$ cat src/rtl/riscv_exu_issue.sv
`default_nettype none
// ============================================================================
// Module   : riscv_exu_issue (with package riscv_exu_issue_pkg)
// Purpose  : In-order issue scheduler between decode (IDU) and the execute
//            control unit (EXU). Buffers decoded instructions in a DEPTH-entry
//            FIFO, tracks pending destination registers in a 32-bit
//            scoreboard, issues one instruction at a time once no RAW/WAW
//            hazard remains, and drops all queued work on a branch flush.
// Ports    : clock, reset_n           - clock / async active-low reset
//            idu_vld, idu_rdy, idu    - decoded instruction handshake
//            exu_vld, exu_idu         - one-cycle issue pulse + held payload
//            exu_done                 - EXU finished in-flight instruction
//            register_write_en/_write - EXU writeback strobe and index
//            flush                    - EXU redirect, kills queued work
//            busy                     - scoreboard, bit n = xn write pending
//            empty                    - nothing queued and nothing in flight
//            stall_cycles             - saturating hazard-stall counter
// Revision : 1.0 - initial release
// ============================================================================
package riscv_exu_issue_pkg;
   typedef struct packed {
      logic [7:0] seq;
      logic [6:0] op;
      logic [4:0] rs2;
      logic [4:0] rs1;
      logic [4:0] rd;
   } idu_t;
endpackage

module riscv_exu_issue
   import riscv_exu_issue_pkg::*;
#(
   parameter int DEPTH = 4,
   parameter int CNT_W = 32
) (
   input  logic             clock,
   input  logic             reset_n,
   input  logic             idu_vld,
   output logic             idu_rdy,
   input  idu_t             idu,
   output logic             exu_vld,
   output idu_t             exu_idu,
   input  logic             exu_done,
   input  logic             register_write_en,
   input  logic [4:0]       register_write,
   input  logic             flush,
   output logic [31:0]      busy,
   output logic             empty,
   output logic [CNT_W-1:0] stall_cycles
);
   localparam int c_AW = $clog2(DEPTH);
   localparam logic [CNT_W-1:0] c_CNT_MAX = {CNT_W{1'b1}};

   idu_t             r_fifo [DEPTH];
   logic [c_AW:0]    r_wptr;
   logic [c_AW:0]    r_rptr;
   logic             r_live;
   logic             r_in_flight;
   logic             r_exu_vld;
   idu_t             r_exu_idu;
   logic [31:0]      r_busy;
   logic [CNT_W-1:0] r_stall;

   logic             w_full;
   logic             w_nempty;
   logic             w_push;
   idu_t             w_head;
   logic [31:0]      w_wb_mask;
   logic [31:0]      w_done_mask;
   logic [31:0]      w_set_mask;
   logic [31:0]      w_busy_eff;
   logic             w_can;
   logic             w_hz;
   logic             w_issue;

   // Extra pointer MSB distinguishes full from empty once the index wraps.
   assign w_full   = (r_wptr[c_AW] != r_rptr[c_AW]) &&
                     (r_wptr[c_AW-1:0] == r_rptr[c_AW-1:0]);
   assign w_nempty = (r_wptr != r_rptr);
   assign w_head   = r_fifo[r_rptr[c_AW-1:0]];

   // r_live keeps idu_rdy low until the first edge after reset release.
   assign idu_rdy  = r_live & ~w_full & ~flush;
   assign w_push   = idu_vld & idu_rdy;

   // Writeback in the current cycle is visible to the hazard check (bypass);
   // x0 can never be pending.
   assign w_wb_mask   = register_write_en ? (32'd1 << register_write) : 32'd0;
   assign w_busy_eff  = r_busy & ~w_wb_mask & ~32'd1;
   assign w_done_mask = (exu_done & r_in_flight) ? (32'd1 << r_exu_idu.rd) : 32'd0;

   assign w_can   = w_nempty & (~r_in_flight | exu_done) & ~flush;
   assign w_hz    = w_busy_eff[w_head.rs1] | w_busy_eff[w_head.rs2] |
                    w_busy_eff[w_head.rd];
   assign w_issue = w_can & ~w_hz;

   assign w_set_mask = (w_issue && (w_head.rd != 5'd0)) ? (32'd1 << w_head.rd) : 32'd0;

   // FIFO storage carries no reset; validity is defined by the pointers.
   always_ff @(posedge clock) begin
      if (w_push) begin
         r_fifo[r_wptr[c_AW-1:0]] <= idu;
      end
   end

   always_ff @(posedge clock or negedge reset_n) begin
      if (!reset_n) begin
         r_wptr      <= '0;
         r_rptr      <= '0;
         r_live      <= 1'b0;
         r_in_flight <= 1'b0;
         r_exu_vld   <= 1'b0;
         r_exu_idu   <= '0;
         r_busy      <= '0;
         r_stall     <= '0;
      end else begin
         r_live    <= 1'b1;
         r_exu_vld <= w_issue;

         if (flush) begin
            r_wptr <= '0;
            r_rptr <= '0;
         end else begin
            if (w_push)  r_wptr <= r_wptr + 1'b1;
            if (w_issue) r_rptr <= r_rptr + 1'b1;
         end

         // A flush arrives together with exu_done of the flushing op.
         if (flush)         r_in_flight <= 1'b0;
         else if (w_issue)  r_in_flight <= 1'b1;
         else if (exu_done) r_in_flight <= 1'b0;

         if (w_issue) r_exu_idu <= w_head;

         // Set after clear: a new issue to the same rd keeps the bit pending.
         r_busy <= (r_busy & ~w_wb_mask & ~w_done_mask) | w_set_mask;

         if (w_can && w_hz && (r_stall != c_CNT_MAX)) begin
            r_stall <= r_stall + 1'b1;
         end
      end
   end

   assign exu_vld      = r_exu_vld;
   assign exu_idu      = r_exu_idu;
   assign busy         = r_busy;
   assign empty        = ~w_nempty & ~r_in_flight;
   assign stall_cycles = r_stall;

endmodule
`default_nettype wire
$ cat config.mk
export PLATFORM = sky130hd
export DESIGN_NAME = riscv_exu_issue
export DESIGN_NICKNAME = d
export VERILOG_FILES = /design/src/rtl/riscv_exu_issue.sv
export SDC_FILE = /design/constraint.sdc
export NUM_CORES = 1
export LEC_CHECK = 0
export ABC_AREA = 1
export BUFFER_PORTS_ARGS = -buffer_cell sky130_fd_sc_hd__buf_2
export CAP_MARGIN = 20
export CORE_MARGIN = 2
export CORE_UTILIZATION = 53
export CTS_CLUSTER_DIAMETER = 200
export DETAILED_ROUTE_END_ITERATION = 8
export PLACE_DENSITY = 0.77
export SYNTH_ARGS = -nofsm -noshare
export SYNTH_HDL_FRONTEND = slang
export SYNTH_SLANG_ARGS = --single-unit
$ cat constraint.sdc
create_clock -name clock -period 2.9 [get_ports clock]
set_input_delay 0.58 -clock clock [delete_from_list [all_inputs] [get_ports clock]]
set_output_delay 0.58 -clock clock [all_outputs]
set_load 0.02 [all_outputs]
* Yosys cells after proc, flatten, opt, wreduce, memory -nomap -nowiden
Memories as Yosys holds them, arrays and structs flattened.
Index checks and enable logic that the tools add are counted.
** Operators by class
- $add $sub $neg :: 3
- Multipliers :: 0
- Divide/modulo/power cells :: 0
- Magnitude comparators :: 3
- Eq/ne operators :: 4
- Shifts and indexed selects :: 3
- Mux-type cells :: 18
- Bitwise logic cells :: 21
- Reduce and logical (&&, ||, !) cells :: 8
** Operator list (number)
- $mux W32 :: 3
- $shl A1 B5 Y32 const A :: 3
- $and A32 B32 Y32 :: 2
- $not A32 Y32 :: 2
- $add A32 B1 Y32 const B :: 1
- $ne A32 B32 Y1 const B :: 1
- $or A32 B32 Y32 :: 1
- $lt A5 B6 Y1 const B :: 3
- $bmux W1 S5 :: 3
- $mux W3 :: 4
- $and A1 B1 Y1 :: 8
- $mux W1 :: 8
- $add A3 B1 Y3 const B :: 2
- $not A1 Y1 :: 5
- $reduce_bool A5 Y1 :: 1
- $logic_and A1 B1 Y1 :: 4
- $reduce_bool A2 Y1 :: 2
- $ne A3 B3 Y1 :: 1
- $or A1 B1 Y1 :: 3
- $reduce_bool A3 Y1 :: 1
- $eq A2 B2 Y1 :: 1
- $ne A1 B1 Y1 :: 1
** Storage, ports and cells
- Bits in registers :: 103
- Latch bits :: 0
- Memory bits (writable) :: 120
- Memory bits (read-only) :: 0
- Input port bits :: 41
- Logic and storage cells :: 73
- Memories kept :: 1
** Memories
- r_fifo :: depth 4, bits a word 30, read ports 1, clocked after Yosys merged registers in 0, write ports 1, RTL line 54 : idu_t r_fifo [DEPTH];

* Longest topological paths before layout
- Word-level depth :: 13
- Mapped depth :: 21
- Gate-level depth less buffers :: 18

* Worst setup path before layout
Ideal clock, no wire load.
- Path type :: register -> register
- From :: register r_rptr[0]
- To :: memory r_fifo[3][0] in the netlist's numbering (enable)
- Arrival :: 2.850 ns
- Required time :: 2.480 ns
- Path slack :: -0.369 ns
- Cell stages (with the launch flop) :: 12
- Path buffers :: 4
- Period minus slack after synthesis :: 3.269 ns
- Cells stage by stage :: dfrtp_1 buf_6 buf_6 buf_6 buf_2 nand2_1 a21oi_1 nand2_1 nand3_1 inv_1 nand2_1 nor2_1
** On the way
- Longest elaborated chain between the ends :: 8
** RTL lines
- start: declaration :: RTL line 56 : logic [c_AW:0] r_rptr;
- start signal: assignment :: RTL line 125 : if (w_issue) r_rptr <= r_rptr + 1'b1;
- $eq A2 B2 Y1 :: RTL line 78 : (r_wptr[c_AW-1:0] == r_rptr[c_AW-1:0]);
- $logic_and A1 B1 Y1 :: RTL line 77 : assign w_full = (r_wptr[c_AW] != r_rptr[c_AW]) &&
- $not A1 Y1 :: RTL line 83 : assign idu_rdy = r_live & ~w_full & ~flush;
- $and A1 B1 Y1 (2 in series) :: RTL line 83
- net idu_rdy :: RTL line 39 : output logic idu_rdy,
- $and A1 B1 Y1 :: RTL line 84 : assign w_push = idu_vld & idu_rdy;
- $mux W1 :: RTL line 101 : if (w_push) begin
- $mux W1 (implied by the code) :: RTL line 102 : r_fifo[r_wptr[c_AW-1:0]] <= idu;
- end: declaration :: RTL line 54
The timed path passes the listed nets, and every way through them passes these cells.

* Final worst setup path
- From :: register r_rptr[0]
- To :: register r_exu_idu, in the netlist exu_idu[4]
** On the way
- Longest elaborated chain between the ends :: 7
** RTL lines
- $mem_v2 Z4 W30
- $bmux W1 S5 :: RTL line 93 : assign w_hz = w_busy_eff[w_head.rs1] | w_busy_eff[w_head.rs2] |
- $mux W1 (implied by the code) :: RTL line 93
- $or A1 B1 Y1 (2 in series) :: RTL line 93
- $not A1 Y1 :: RTL line 95 : assign w_issue = w_can & ~w_hz;
- $and A1 B1 Y1 * :: RTL line 95
- net w_issue :: RTL line 74 : logic w_issue;
- end signal: assignment :: RTL line 133 : if (w_issue) r_exu_idu <= w_head;
- end: declaration :: RTL line 60 : idu_t r_exu_idu;
Mark *: on every way through the listed nets, which the timed path passes. The rest lies on a longest branch. The select of a mux whose other input is x is not followed.
A chain may end at the register's enable or synchronous reset.

==> results.ini <==
[logic_synthesis]
async_flop_share = 0.462
synth_top_family_by_area = simple AND/OR/NAND/NOR gates
synth_fp_nets = 1362
yosysTopAreaCell = edfxtp_1
synth.distinct_cells = 39
synth_area_um2 = 11400
synth_cells = 1315
synth_top_area_share = 0.315
muxShareOfSynthArea = 0
synth_compound_area_frac = 0.0865
synth_area_per_cell_um2 = 8.70
synth-warning-count = 0
ys_seq_area_frac = 0.540
yosys.area_share.xor_xnor = 0.0230
ys_seq_elements = 223
synth_adder_area_share = 0.00656
ys.flop_type = edfxtp_1
yosys.area_share.simple = 0.280
synth_edf_count = 120
ys_top_cells_by_area = edfxtp_1 (32%), dfrtp_1 (23%), nand2_1 (12%)

[place]
routabilityCongestion = 0.958
port-buffer-count = 137
dp_cells = 1709
hpwl_mm = 22.0

[floorplan]
ios = 138
die_area_um2 = 22800
initial_core_util = 0.542
die_h_um = 151
core_area_um2 = 21100
core.rowCount = 53
die_w_um = 151

[clocking]
clockRootBuffer = clkbuf_16
numCtsBuffers = 24
cts.path.max_buffers = 3
cts_tree = yes
clk_latency_ns = 0.53
clk_pin_slew_ns = 0.06
htree_levels = 1
clock-sinks = 223

[timing]
relSlewSlack = 0.526
finClkSkew_ns = 0.0167
fin_crit_ns = 2.68
drv_slew = 0
worst_slew_pin_slew_ns = 0.710
timing.final.crit_share = 0.923
final_hold_viol_count = 0
setup_violations = 0
rsz0062_at_grt = no
max_freq_mhz = 374

[routing]
routed_wl_mm = 30.9
drc_errors = 0
vias = 9797
drtIter0Drc = 799
viasPerCell = 5.58
routedWlPerCell_um = 17.6
drtPass1Iterations = 6
antenna_left = 0

[grt]
antenna_found_initial = 1
grt_overflow = 0
grt_pass1_vias = 9095
gr-usage-met2 = 0.429
grt.busiest_layer = met2
grt_max_degree = 61
grt_usage = 0.269
grt_first_pass_wirelength_mm = 48.1
gr-usage-met3 = 0.0467
use_met1 = 0.380

[critical_path]
ff2ff_setup_slack_ns = 0.22
crit_buf_inv = 5
timing.rr.end = exu_idu[4]$_DFFE_PN0P_
cp_top_family = buffers and inverters
crit_path_max_fanout = 26
crit_path_frequent_cell = nand2_1
required_ns = 3.31
cp.arrival_ns = 3.08
timing.critical_path.to = exu_idu[4]$_DFFE_PN0P_
critPathKind = register to register
reg2reg_from = r_rptr[0]$_DFFE_PN0P_
start_kind = register
cp.depth = 14
r2r_cells = 14
cpPeakStageDelay_ns = 0.46
cp-end-kind = register
critPathLaunch = r_rptr[0]$_DFFE_PN0P_
cp_cell_sequence = buf_4 -> buf_12 -> nand2_1 -> a32oi_1 -> inv_1 -> nand3_1 -> nand2_1 -> nand2_1 -> nand2_2 -> nor2_8 -> nand3_2 -> buf_4 -> inv_2 -> o21ai_0
crit_slowest_cell = dfrtp_2

[power]
p_leak_nw = 6.13
p_per_area_nw_per_um2 = 816
p_total_mw = 11.0
ir_drop_v = 0.000655

[layout]
final_layout_size_suffix_gt1_frac = 0.180
synthToLayoutAreaGrowth_pct = 17.7
final_util = 0.638
layoutNonFillerInstCount = 1757
antenna_cells = 0
layout.nets = 1511
nFillCells = 1843

[outcome]
status = finished, final reports clean

[min_path]
hold_path.class = input pin to register

[run]
cap_violations = 0

[repair_timing]
item | in CTS | in global routing
buffers inserted | 0 | 2
hold buffers | 1 | 0
hold endpoints to repair | 15 | 0
setup endpoints to repair | 0 | 51
gates resized for setup | 0 | 12
[synth_stat cells, types with 10 or more instances]
library cell	count
nand2_1	379
nor2_1	132
inv_1	94
dfrtp_1	103
nor4_1	13
edfxtp_1	120
a21oi_1	60
o21bai_1	33
nand2_2	18
clkbuf_1	21
a32o_1	15
nor3_1	24
inv_2	10
xor2_1	26
nand4_1	44
o21ai_1	39
nand3_1	106
buf_2	23
[cell type report]
class,instances,area [um^2],share of cell area
Clock buffer,27,612,0.0455
Tap cell,275,344,0.0256
Inverter,105,409,0.0304
Timing Repair Buffer,181,1180,0.0879
Clock inverter,17,169,0.0125
Multi-Input combinational cell,929,4560,0.339
Sequential cell,223,6180,0.459
[worst min path at each step]
| stage | from | end | slack (ns) | cells after the start |
|---|---|---|---|---|
| after floorplan | reset_n | busy[0]$_DFF_PN0_ | 0.28 | 0 |
| after global placement | reset_n | stall_cycles[8]$_DFFE_PN0P_ | 0.47 | 1 |
| after detailed placement | reset_n | stall_cycles[8]$_DFFE_PN0P_ | 0.47 | 1 |
| after CTS | flush | r_in_flight$_DFFE_PN0P_ | 0.24 | 2 |
| after global routing | idu[18] | r_fifo[0][18]$_DFFE_PP_ | 0.25 | 1 |
| final | flush | r_in_flight$_DFFE_PN0P_ | 0.25 | 2 |
[state kept, by name, summed over array words and instances, names as in the netlist]
signal        cells
stall_cycles     32
r_fifo          120
r_rptr            3
r_in_flight       1
r_wptr            3
busy             32
exu_vld           1
r_live            1
exu_idu          30
[logic make-up (layout without fill, tap and decap cells)]
| group | Yosys count | in the layout |
|---|---|---|
| simple gates | 731 | 731 |
| fa+ha+maj | 6 | 6 |
| compound gates | 161 | 161 |
| flops | 223 | 223 |
| xor+xnor | 30 | 30 |
| buf+inv | 163 | 330 |
| other cells | 1 | 1 |
[cells in the final DEF, fill, tap and decap left out, types with 39 or more instances in the layout]
master,count
a21oi_1,60
buf_2,136
dfrtp_1,101
edfxtp_1,120
inv_1,93
nand2_1,379
nand3_1,106
nand4_1,44
nor2_1,127
o21ai_1,39
[where the power goes]
| group | internal (mW) | switching (mW) | leakage (nW) |
|---|---|---|---|
| combinational | 1.27 | 2.70 | 3.30 |
| sequential | 3.70 | 0.320 | 2.47 |
| clock | 1.71 | 1.28 | 0.360 |
| total | 6.68 | 4.30 | 6.13 |
[through the flow]
stage | setup slack (ns) | cell area (um^2) | TNS [ns] | hold slack [ns]
after CTS | 0.191 | 13400 | 0 | 0.239
after global routing | 0.0300 | 13500 | 0 | 0.250
final | 0.224 | 13500 | 0 | 0.252
after floorplan | -0.331 | 11400 | -29.79 | 0.284
after global placement | 0.117 | 12600 | 0 | 0.468
after detailed placement | 0.0613 | 12600 | 0 | 0.474
[per-layer routing]
metal | up-vias | share of wire | wire length (um)
li1 | 4720 | - | -
met4 | 2 | 0.025 | 765
met5 | - | 0.00042 | 13
met2 | 395 | 0.46 | 14200
met1 | 4614 | 0.43 | 13300
met3 | 66 | 0.082 | 2520
(Power assumes the default switching activity.)
